<file path="src/rtl/ex_result_stage.sv">
// ex_result_stage: EX->MEM result register with NZCV flag register, bypass and flag-update counter
module ex_result_stage (
    input  logic        clk,
    input  logic        reset,
    input  logic        in_valid,
    input  logic [63:0] in_result,
    input  logic        in_negative,
    input  logic        in_zero,
    input  logic        in_carry,
    input  logic        in_overflow,
    input  logic        set_flags,
    input  logic        stall,
    input  logic        flush,
    output logic        out_valid,
    output logic [63:0] out_result,
    output logic [3:0]  flags,
    output logic [3:0]  flags_next,
    output logic [15:0] flag_writes
);
    logic       upd;
    logic [3:0] in_flags;
    always_comb begin
        in_flags   = {in_negative, in_zero, in_carry, in_overflow};
        upd        = in_valid & set_flags & ~stall & ~flush & ~reset;
        flags_next = upd ? in_flags : flags;
    end
    always_ff @(posedge clk) begin
        if (reset) begin
            out_valid   <= 1'b0;
            out_result  <= 64'h0;
            flags       <= 4'b0000;
            flag_writes <= 16'h0000;
        end else if (flush) begin
            out_valid  <= 1'b0;
            out_result <= 64'h0;
        end else if (!stall) begin
            out_valid  <= in_valid;
            out_result <= in_result;
            if (upd) begin
                flags       <= in_flags;
                flag_writes <= flag_writes + 16'h1;
            end
        end
    end
endmodule

</file>
<file path="config.mk">
export PLATFORM = sky130hd
export DESIGN_NAME = ex_result_stage
export DESIGN_NICKNAME = d
export VERILOG_FILES = /design/src/rtl/ex_result_stage.sv
export SDC_FILE = /design/constraint.sdc
export NUM_CORES = 1
export LEC_CHECK = 0
export CORE_AREA = 2 2 77 115
export CTS_CLUSTER_SIZE = 12
export DETAILED_ROUTE_END_ITERATION = 6
export DIE_AREA = 0 0 79 117
export PLACE_DENSITY = 0.89
export SLEW_MARGIN = 20
export SYNTH_ARGS = -nofsm -noshare
export SYNTH_HDL_FRONTEND = slang
export SYNTH_SLANG_ARGS = --single-unit
</file>
<file path="constraint.sdc">
create_clock -name clk -period 2.2 [get_ports clk]
set_clock_uncertainty 0.05 [all_clocks]
set_input_delay 0.55 -clock clk [delete_from_list [all_inputs] [get_ports clk]]
set_output_delay 0.55 -clock clk [all_outputs]
set_load 0.02 [all_outputs]
</file>
==> metrics.txt, run 1 <==
# TYPE chip_impl_metric gauge
chip_impl_info{name="outcome",value="finished, violations left"} 1
chip_impl_info{name="violations",value="setup timing"} 1
chip_impl_metric{name="timing.critical_path.required",unit="ps"} 1600
chip_impl_metric{name="globalRoute.totalOverflow",unit=""} 0
chip_impl_metric{name="p_leak",unit="nW"} 2.14
chip_impl_metric{name="post-route-period-util",unit=""} 1.01
chip_impl_metric{name="die_h",unit="um"} 117
chip_impl_metric{name="antenna_found_initial",unit=""} 0
chip_impl_metric{name="finalPower",unit="W"} 0.00355
chip_impl_metric{name="clkSlewWorstSetupHoldPaths",unit="ps"} 60
chip_impl_metric{name="dr.pass1.iters",unit=""} 4
chip_impl_metric{name="drt_wl_total",unit="um"} 8400
chip_impl_metric{name="synth-seq-area-share",unit=""} 0.528
chip_impl_metric{name="headroom_to_the_max_slew_limit",unit=""} 0.287
chip_impl_metric{name="num_vias",unit=""} 2832
chip_impl_metric{name="grt_start_max_net_pins",unit=""} 70
chip_impl_metric{name="intPower",unit="W"} 0.00278
chip_impl_metric{name="switching_share",unit=""} 0.219
chip_impl_metric{name="worst_slew_pin_slew",unit="ps"} 1070
chip_impl_metric{name="maximum_fanout_along_the_worst_path",unit=""} 5
chip_impl_metric{name="portBuffers",unit=""} 162
chip_impl_metric{name="diodes",unit=""} 0
chip_impl_metric{name="yosysUniqueCellTypes",unit=""} 34
chip_impl_metric{name="first_global_vias",unit=""} 2687
chip_impl_metric{name="row_count",unit=""} 41
chip_impl_metric{name="fmax",unit="MHz"} 449
chip_impl_metric{name="grt_first_pass_wirelength",unit="um"} 12900
chip_impl_metric{name="syn-num-nets",unit=""} 388
chip_impl_metric{name="yosys_register_bits",unit=""} 85
chip_impl_metric{name="pwr_cell_area",unit="nW/um^2"} 670
chip_impl_metric{name="cts_buffer_depth",unit=""} 2
chip_impl_metric{name="routed_via_density",unit=""} 4.77
chip_impl_info{name="rsz0062_at_grt",value="yes"} 1
chip_impl_metric{name="i_o_pins",unit=""} 163
chip_impl_metric{name="avgRoutedWirePerCell",unit="um"} 14.1
chip_impl_metric{name="fin_crit",unit="ps"} 2230
chip_impl_metric{name="peakVddDrop",unit="mV"} 0.348
chip_impl_info{name="tritoncts",value="built"} 1
chip_impl_metric{name="syn-mean-instance-area",unit="um^2"} 10.3
chip_impl_metric{name="worst_slack_placed",unit="ps"} -844
chip_impl_metric{name="pwr-share-comb",unit=""} 0.123
chip_impl_metric{name="route.detailed.drc",unit=""} 0
chip_impl_metric{name="finish.utilization",unit=""} 0.639
chip_impl_metric{name="postSynthCellCount",unit=""} 313
chip_impl_metric{name="final_layout_size_suffix_gt1_frac",unit=""} 0.107
chip_impl_info{name="critPathKind",value="in2out"} 1
chip_impl_metric{name="syn-cell-area",unit="um^2"} 3220
chip_impl_metric{name="hold_viol_final",unit=""} 0
chip_impl_metric{name="cts_htree_levels",unit=""} 3
chip_impl_metric{name="grt_use_total",unit=""} 0.177
chip_impl_info{name="cts_root_buf",value="sky130_fd_sc_hd__clkbuf_16"} 1
chip_impl_metric{name="clock-sinks",unit=""} 85
chip_impl_metric{name="floorplan.initialDensity",unit=""} 0.388
chip_impl_metric{name="setup_total_negative_slack",unit="ps"} -106
chip_impl_metric{name="ys.warnings.count",unit=""} 0
chip_impl_metric{name="cts_buffers",unit=""} 9
chip_impl_metric{name="die_area",unit="um^2"} 9240
chip_impl_metric{name="place_hpwl",unit="um"} 6110
chip_impl_metric{name="maxCapViolations",unit=""} 0
chip_impl_metric{name="final-setup-viol-count",unit=""} 4
chip_impl_metric{name="numnets_final",unit=""} 557
chip_impl_metric{name="place_inst",unit=""} 575
chip_impl_info{name="timing.critical_path.to_type",value="output port"} 1
chip_impl_metric{name="insertion_delay",unit="ps"} 330
chip_impl_info{name="start_kind",value="primary input"} 1
chip_impl_metric{name="drt_iter0_drc",unit=""} 62
chip_impl_info{name="worst_hold_path_type",value="reg2reg"} 1
chip_impl_metric{name="clock_power_share",unit=""} 0.427
chip_impl_metric{name="power.switching",unit="W"} 0.000780
chip_impl_metric{name="fin_ws",unit="ps"} -28.1
chip_impl_metric{name="instances_no_fill",unit=""} 594
chip_impl_metric{name="timing_max_transition_violations_final",unit=""} 0
chip_impl_metric{name="worst-endpoint-arrival",unit="ps"} 1630
chip_impl_metric{name="layout-area-overhead-vs-synth",unit="%"} 64.6
chip_impl_metric{name="core-area",unit="um^2"} 8310
chip_impl_metric{name="share_seq_of_total_power",unit=""} 0.450
chip_impl_metric{name="drt.antenna.violating_nets",unit=""} 0
chip_impl_metric{name="gpl.final_weighted_congestion",unit=""} 0.802
chip_impl_metric{name="dieWidth",unit="um"} 79
[cells in the final DEF (no fill, tap or decap), types with 2 or more instances in the layout]
cell / n
sky130_fd_sc_hd__nor4_1: 2
sky130_fd_sc_hd__nand3_1: 5
sky130_fd_sc_hd__dfxtp_1: 85
sky130_fd_sc_hd__or3_2: 2
sky130_fd_sc_hd__buf_4: 13
sky130_fd_sc_hd__or3_1: 2
sky130_fd_sc_hd__buf_2: 2
sky130_fd_sc_hd__nor2_1: 74
sky130_fd_sc_hd__clkbuf_8: 2
sky130_fd_sc_hd__nor2b_1: 5
sky130_fd_sc_hd__o31ai_1: 3
sky130_fd_sc_hd__and2_1: 2
sky130_fd_sc_hd__o21ai_0: 5
sky130_fd_sc_hd__nand2_1: 6
sky130_fd_sc_hd__and3_1: 2
sky130_fd_sc_hd__mux2i_1: 65
sky130_fd_sc_hd__mux2_4: 4
sky130_fd_sc_hd__clkdlybuf4s50_1: 153
sky130_fd_sc_hd__nand4_1: 5
sky130_fd_sc_hd__xnor2_1: 4
sky130_fd_sc_hd__or4_1: 3
sky130_fd_sc_hd__xor2_1: 3
sky130_fd_sc_hd__clkbuf_2: 2
sky130_fd_sc_hd__clkbuf_16: 9
sky130_fd_sc_hd__a21oi_1: 8
sky130_fd_sc_hd__buf_6: 5
sky130_fd_sc_hd__clkinvlp_4: 2
[worst max-delay path: stages]
cell,delay [ps]
sky130_fd_sc_hd__buf_6,90
sky130_fd_sc_hd__nand3b_1,270
sky130_fd_sc_hd__nor2_4,240
sky130_fd_sc_hd__mux2_4,340
sky130_fd_sc_hd__buf_6,130
[final timing paths]
kind	startpoint	endpoint	slack [ps]	cells after the start
setup / recovery	stall	flags_next[0]	-30	5
hold / removal	out_result[39]$_SDFFE_PP0N_	out_result[39]$_SDFFE_PP0N_	440	2
setup reg to reg	flag_writes[4]$_SDFFE_PP0P_	flag_writes[13]$_SDFFE_PP0P_	470	4
hold reg to reg	out_result[39]$_SDFFE_PP0N_	out_result[39]$_SDFFE_PP0N_	440	2
[routing by layer]
| layer | part of all wire | vias up | track usage |
|---|---|---|---|
| met1 | 0.39 | 1302 | 0.213 |
| li1 | - | 1405 | - |
| met2 | 0.52 | 114 | 0.305 |
| met4 | 0.015 | 0 | 0.0701 |
| met3 | 0.073 | 11 | 0.0445 |
| met5 | 0 | - | 0 |
[cell families (layout without fill, tap and decap cells)]
group                    count (synthesis)  count (layout)  share of synthesized area
adder cells (fa/ha/maj)                  1               1                    0.00388
buffers and inverters                   17             191                     0.0264
multiplexers                            70              70                      0.219
AO/OA/AOI/OAI                           16              16                     0.0272
XOR/XNOR                                 7               7                     0.0190
AND/OR/NAND/NOR                        117             117                      0.176
flip-flops                              85              85                      0.528
[synth_stat cells]
cell / n / share of area
sky130_fd_sc_hd__nor3b_2: 1 / 0.0039
sky130_fd_sc_hd__or3_1: 2 / 0.0039
sky130_fd_sc_hd__nand2_1: 6 / 0.0070
sky130_fd_sc_hd__and3_1: 2 / 0.0039
sky130_fd_sc_hd__mux2i_1: 65 / 0.20
sky130_fd_sc_hd__nor2_1: 74 / 0.086
sky130_fd_sc_hd__o21ai_0: 5 / 0.0078
sky130_fd_sc_hd__buf_2: 2 / 0.0031
sky130_fd_sc_hd__ha_1: 1 / 0.0039
sky130_fd_sc_hd__clkbuf_8: 1 / 0.0043
sky130_fd_sc_hd__xnor2_1: 4 / 0.011
sky130_fd_sc_hd__dfxtp_1: 85 / 0.53
sky130_fd_sc_hd__nand3b_1: 1 / 0.0023
sky130_fd_sc_hd__or2_2: 1 / 0.0019
sky130_fd_sc_hd__nor3_1: 1 / 0.0016
sky130_fd_sc_hd__o31ai_1: 3 / 0.0070
sky130_fd_sc_hd__and3b_2: 1 / 0.0031
sky130_fd_sc_hd__dlymetal6s2s_1: 1 / 0.0039
sky130_fd_sc_hd__xor2_1: 3 / 0.0082
sky130_fd_sc_hd__nand3_1: 5 / 0.0078
sky130_fd_sc_hd__nor2_4: 1 / 0.0035
sky130_fd_sc_hd__nor4_1: 2 / 0.0039
sky130_fd_sc_hd__a21oi_1: 8 / 0.012
sky130_fd_sc_hd__and3_2: 1 / 0.0023
sky130_fd_sc_hd__or4_1: 3 / 0.0070
sky130_fd_sc_hd__or3_2: 2 / 0.0047
sky130_fd_sc_hd__and2_1: 2 / 0.0039
sky130_fd_sc_hd__and4_4: 1 / 0.0035
sky130_fd_sc_hd__mux2_2: 5 / 0.017
sky130_fd_sc_hd__nand4_4: 1 / 0.0066
sky130_fd_sc_hd__clkbuf_1: 3 / 0.0035
sky130_fd_sc_hd__nor2b_1: 5 / 0.0097
sky130_fd_sc_hd__buf_1: 10 / 0.012
sky130_fd_sc_hd__nand4_1: 5 / 0.0097
[per-stage QoR]
stage | cell area, um^2 | hold slack (ps)
after detailed placement | 4970 | 431
after floorplan | 3220 | 511
after global placement | 4970 | 423
final | 5310 | 443
after CTS | 5300 | 442
after global routing | 5310 | 468
[flip-flops by register name (all words and copies together), names as in the netlist]
name	cells
flag_writes	16
flags	4
out_result	64
out_valid	1
[layout make-up]
class / count / area, um^2
fill: 681 / 3000
timing repair buffer: 175 / 1710
sequential: 85 / 1700
multi-input combinational: 211 / 1450
clock buffer: 11 / 253
tap: 107 / 134
clock inverter: 5 / 58.8
[power by group through the flow]
stage,clock network (W),logic (W),registers (W)
6_report,0.00152,0.000438,0.00160
5_1_grt,0.00163,0.000466,0.00160
4_1_cts,0.00156,0.000441,0.00160
3_5_place_dp,0,0.000437,0.00163
3_3_place_gp,0,0.000428,0.00163
2_1_floorplan,0,0.000144,0.00168
[what timing repair did]
item	4_1_cts	5_1_grt
hold buffers	0	0
buffers inserted	1	2
pin swaps	3	2
endpoints found under the setup margin	4	4
resized for setup	41	2
(Power assumes the default switching activity.)
==> inputs of run 2 (changes only) <==
CAP_MARGIN = 15   (was default)
GPL_TIMING_DRIVEN = 0   (was default)
==> metrics.txt, run 2 (synthesized netlist as in run 1, its figures left out) <==
# TYPE chip_impl_metric gauge
chip_impl_metric{name="dr.pass1.iters",unit=""} 4
chip_impl_metric{name="register_area",unit="um^2"} 1700
chip_impl_metric{name="power.switching",unit="W"} 0.000746
chip_impl_metric{name="post-route-period-util",unit=""} 1.02
chip_impl_info{name="timing.critical_path.to_type",value="output port"} 1
chip_impl_metric{name="final_layout_size_suffix_gt1_frac",unit=""} 0.0874
chip_impl_metric{name="worst_slack_placed",unit="ps"} -1090
chip_impl_metric{name="drt_wl_total",unit="um"} 8790
chip_impl_metric{name="place_inst",unit=""} 582
chip_impl_metric{name="drt.antenna.violating_nets",unit=""} 0
chip_impl_metric{name="p_leak",unit="nW"} 2.13
chip_impl_info{name="tritoncts",value="built"} 1
chip_impl_metric{name="dieWidth",unit="um"} 79
chip_impl_info{name="biggestRegsByFlops",value="out_result (64), flag_writes (16), flags (4)"} 1
chip_impl_metric{name="fmax",unit="MHz"} 448
chip_impl_metric{name="intPower",unit="W"} 0.00275
chip_impl_metric{name="first_global_vias",unit=""} 2865
chip_impl_metric{name="floorplan.initialDensity",unit=""} 0.388
chip_impl_metric{name="antenna_found_initial",unit=""} 0
chip_impl_metric{name="pwr_cell_area",unit="nW/um^2"} 660
chip_impl_metric{name="multi_input_area",unit="um^2"} 1450
chip_impl_metric{name="row_count",unit=""} 41
chip_impl_metric{name="largest_reg_flops",unit=""} 64
chip_impl_metric{name="grt_first_pass_wirelength",unit="um"} 13500
chip_impl_info{name="rsz0062_at_grt",value="yes"} 1
chip_impl_metric{name="numnets_final",unit=""} 565
chip_impl_metric{name="timing.critical_path.required",unit="ps"} 1600
chip_impl_info{name="layout.cells.most_common",value="sky130_fd_sc_hd__clkdlybuf4s50_1"} 1
chip_impl_info{name="largest_register",value="out_result"} 1
chip_impl_info{name="regToRegStartpoint",value="flag_writes[4]$_SDFFE_PP0P_"} 1
chip_impl_metric{name="avgRoutedWirePerCell",unit="um"} 14.7
chip_impl_metric{name="layout.filler_cells",unit=""} 683
chip_impl_info{name="most-common-layout-cells",value="153 x sky130_fd_sc_hd__clkdlybuf4s50_1, 85 x sky130_fd_sc_hd__dfxtp_1, 74 x sky130_fd_sc_hd__nor2_1"} 1
chip_impl_metric{name="globalRoute.totalOverflow",unit=""} 0
chip_impl_metric{name="cts_buffer_depth",unit=""} 2
chip_impl_metric{name="peakVddDrop",unit="mV"} 0.397
chip_impl_metric{name="die_h",unit="um"} 117
chip_impl_metric{name="route.detailed.drc",unit=""} 0
chip_impl_info{name="outcome",value="finished, violations left"} 1
chip_impl_metric{name="portBuffers",unit=""} 162
chip_impl_metric{name="hold_viol_final",unit=""} 0
chip_impl_metric{name="headroom_to_the_max_slew_limit",unit=""} 0.525
chip_impl_info{name="worst_hold_path_type",value="reg2reg"} 1
chip_impl_metric{name="fin_crit",unit="ps"} 2230
chip_impl_metric{name="place_hpwl",unit="um"} 6650
chip_impl_metric{name="clock-sinks",unit=""} 85
chip_impl_info{name="start_kind",value="primary input"} 1
chip_impl_metric{name="core-area",unit="um^2"} 8310
chip_impl_metric{name="worst_hold_slack",unit="ps"} 441
chip_impl_metric{name="grt_use_total",unit=""} 0.187
chip_impl_metric{name="gpl.final_weighted_congestion",unit=""} 0.824
chip_impl_metric{name="fin_ws",unit="ps"} -33.2
chip_impl_metric{name="die_area",unit="um^2"} 9240
chip_impl_metric{name="instances_no_fill",unit=""} 599
chip_impl_metric{name="share_seq_of_total_power",unit=""} 0.458
chip_impl_metric{name="num_vias",unit=""} 2875
chip_impl_metric{name="worst_slew_pin_slew",unit="ps"} 713
chip_impl_info{name="cts_root_buf",value="sky130_fd_sc_hd__clkbuf_16"} 1
chip_impl_metric{name="pwr-share-comb",unit=""} 0.126
chip_impl_metric{name="maxCapViolations",unit=""} 0
chip_impl_metric{name="switching_share",unit=""} 0.213
chip_impl_info{name="min-delay-start",value="out_result[1]$_SDFFE_PP0N_"} 1
chip_impl_metric{name="maximum_fanout_along_the_worst_path",unit=""} 6
chip_impl_metric{name="diodes",unit=""} 0
chip_impl_metric{name="layout-area-overhead-vs-synth",unit="%"} 64.5
chip_impl_info{name="critPathKind",value="in2out"} 1
chip_impl_metric{name="cts_htree_levels",unit=""} 3
chip_impl_info{name="start_point_of_the_critical_path",value="reset"} 1
chip_impl_info{name="violations",value="setup timing"} 1
chip_impl_metric{name="timing_max_transition_violations_final",unit=""} 0
chip_impl_metric{name="final-setup-viol-count",unit=""} 3
chip_impl_metric{name="cts_buffers",unit=""} 9
chip_impl_metric{name="clkSlewWorstSetupHoldPaths",unit="ps"} 50
chip_impl_metric{name="grt_start_max_net_pins",unit=""} 13
chip_impl_metric{name="drt_iter0_drc",unit=""} 95
chip_impl_metric{name="routed_via_density",unit=""} 4.80
chip_impl_metric{name="insertion_delay",unit="ps"} 330
chip_impl_metric{name="i_o_pins",unit=""} 163
chip_impl_metric{name="worst-endpoint-arrival",unit="ps"} 1630
chip_impl_metric{name="clock_power_share",unit=""} 0.416
## run 2: changes by cell type in the layout (fill, tap and decap cells not counted), sizes merged
| cell | delta |
|---|---|
| buf | +5 |
| clkbuf | +2 |
| clkinvlp | -2 |
| clkinv | -1 |
| dlymetal6s2s | +1 |
## run 2: path summary, 6_finish.rpt
kind	depth (start not counted)	to	slack [ps]
setup / recovery	6	flags_next[2]	-30
hold / removal	2	out_result[1]$_SDFFE_PP0N_	440
setup reg to reg	4	flag_writes[13]$_SDFFE_PP0P_	470
hold reg to reg	2	out_result[1]$_SDFFE_PP0N_	440
## run 2: routing by layer
metal / GRT usage / vias up / part of all wire
met4: 0.105 / 0 / 0.031
met2: 0.345 / 111 / 0.53
met1: 0.194 / 1328 / 0.38
met5: 0 / - / 0
li1: - / 1418 / -
met3: 0.0437 / 18 / 0.061
## run 2: timing repair
item | in CTS | in global routing
hold endpoints to repair | 0 | 0
setup endpoints to repair | 54 | 4
buffers inserted | 5 | 0
pin swaps | 3 | 1
hold buffers | 0 | 0
gates resized for setup | 50 | 0
## run 2: metrics by stage
step / TNS, ps / instance area (um^2) / total power [W] / util
CTS: -118 / 5300 / 0.00355 / 0.638
finish: -91.4 / 5300 / 0.00350 / 0.638
detailed placement: -24860 / 4980 / 0.00207 / 0.599
global route: -186 / 5300 / 0.00364 / 0.638
floorplan: 0 / 3220 / 0.00183 / -
global placement: -22750 / 4980 / 0.00206 / 0.599
## run 2: power groups by stage
| stage | clock network, W | logic [W] | registers (W) |
|---|---|---|---|
| 2_1_floorplan | 0 | 0.000144 | 0.00168 |
| 5_1_grt | 0.00157 | 0.000474 | 0.00161 |
| 3_5_place_dp | 0 | 0.000439 | 0.00163 |
| 3_3_place_gp | 0 | 0.000429 | 0.00163 |
| 6_report | 0.00146 | 0.000442 | 0.00160 |
| 4_1_cts | 0.00150 | 0.000447 | 0.00160 |
## run 2: critical path, stage by stage
cell                     delay, ps
sky130_fd_sc_hd__buf_6         110
sky130_fd_sc_hd__or2_4         250
sky130_fd_sc_hd__nor2_4        130
sky130_fd_sc_hd__buf_6         140
sky130_fd_sc_hd__mux2_4        310
sky130_fd_sc_hd__buf_6         130
## run 2: final cells by class
type	count	share of cell area
buffer	16	0.0151
clock buffer	11	0.0477
clock inverter	2	0.00661
multi-input combinational	211	0.273
sequential	85	0.321
tap	107	0.0252
timing repair buffer	167	0.311
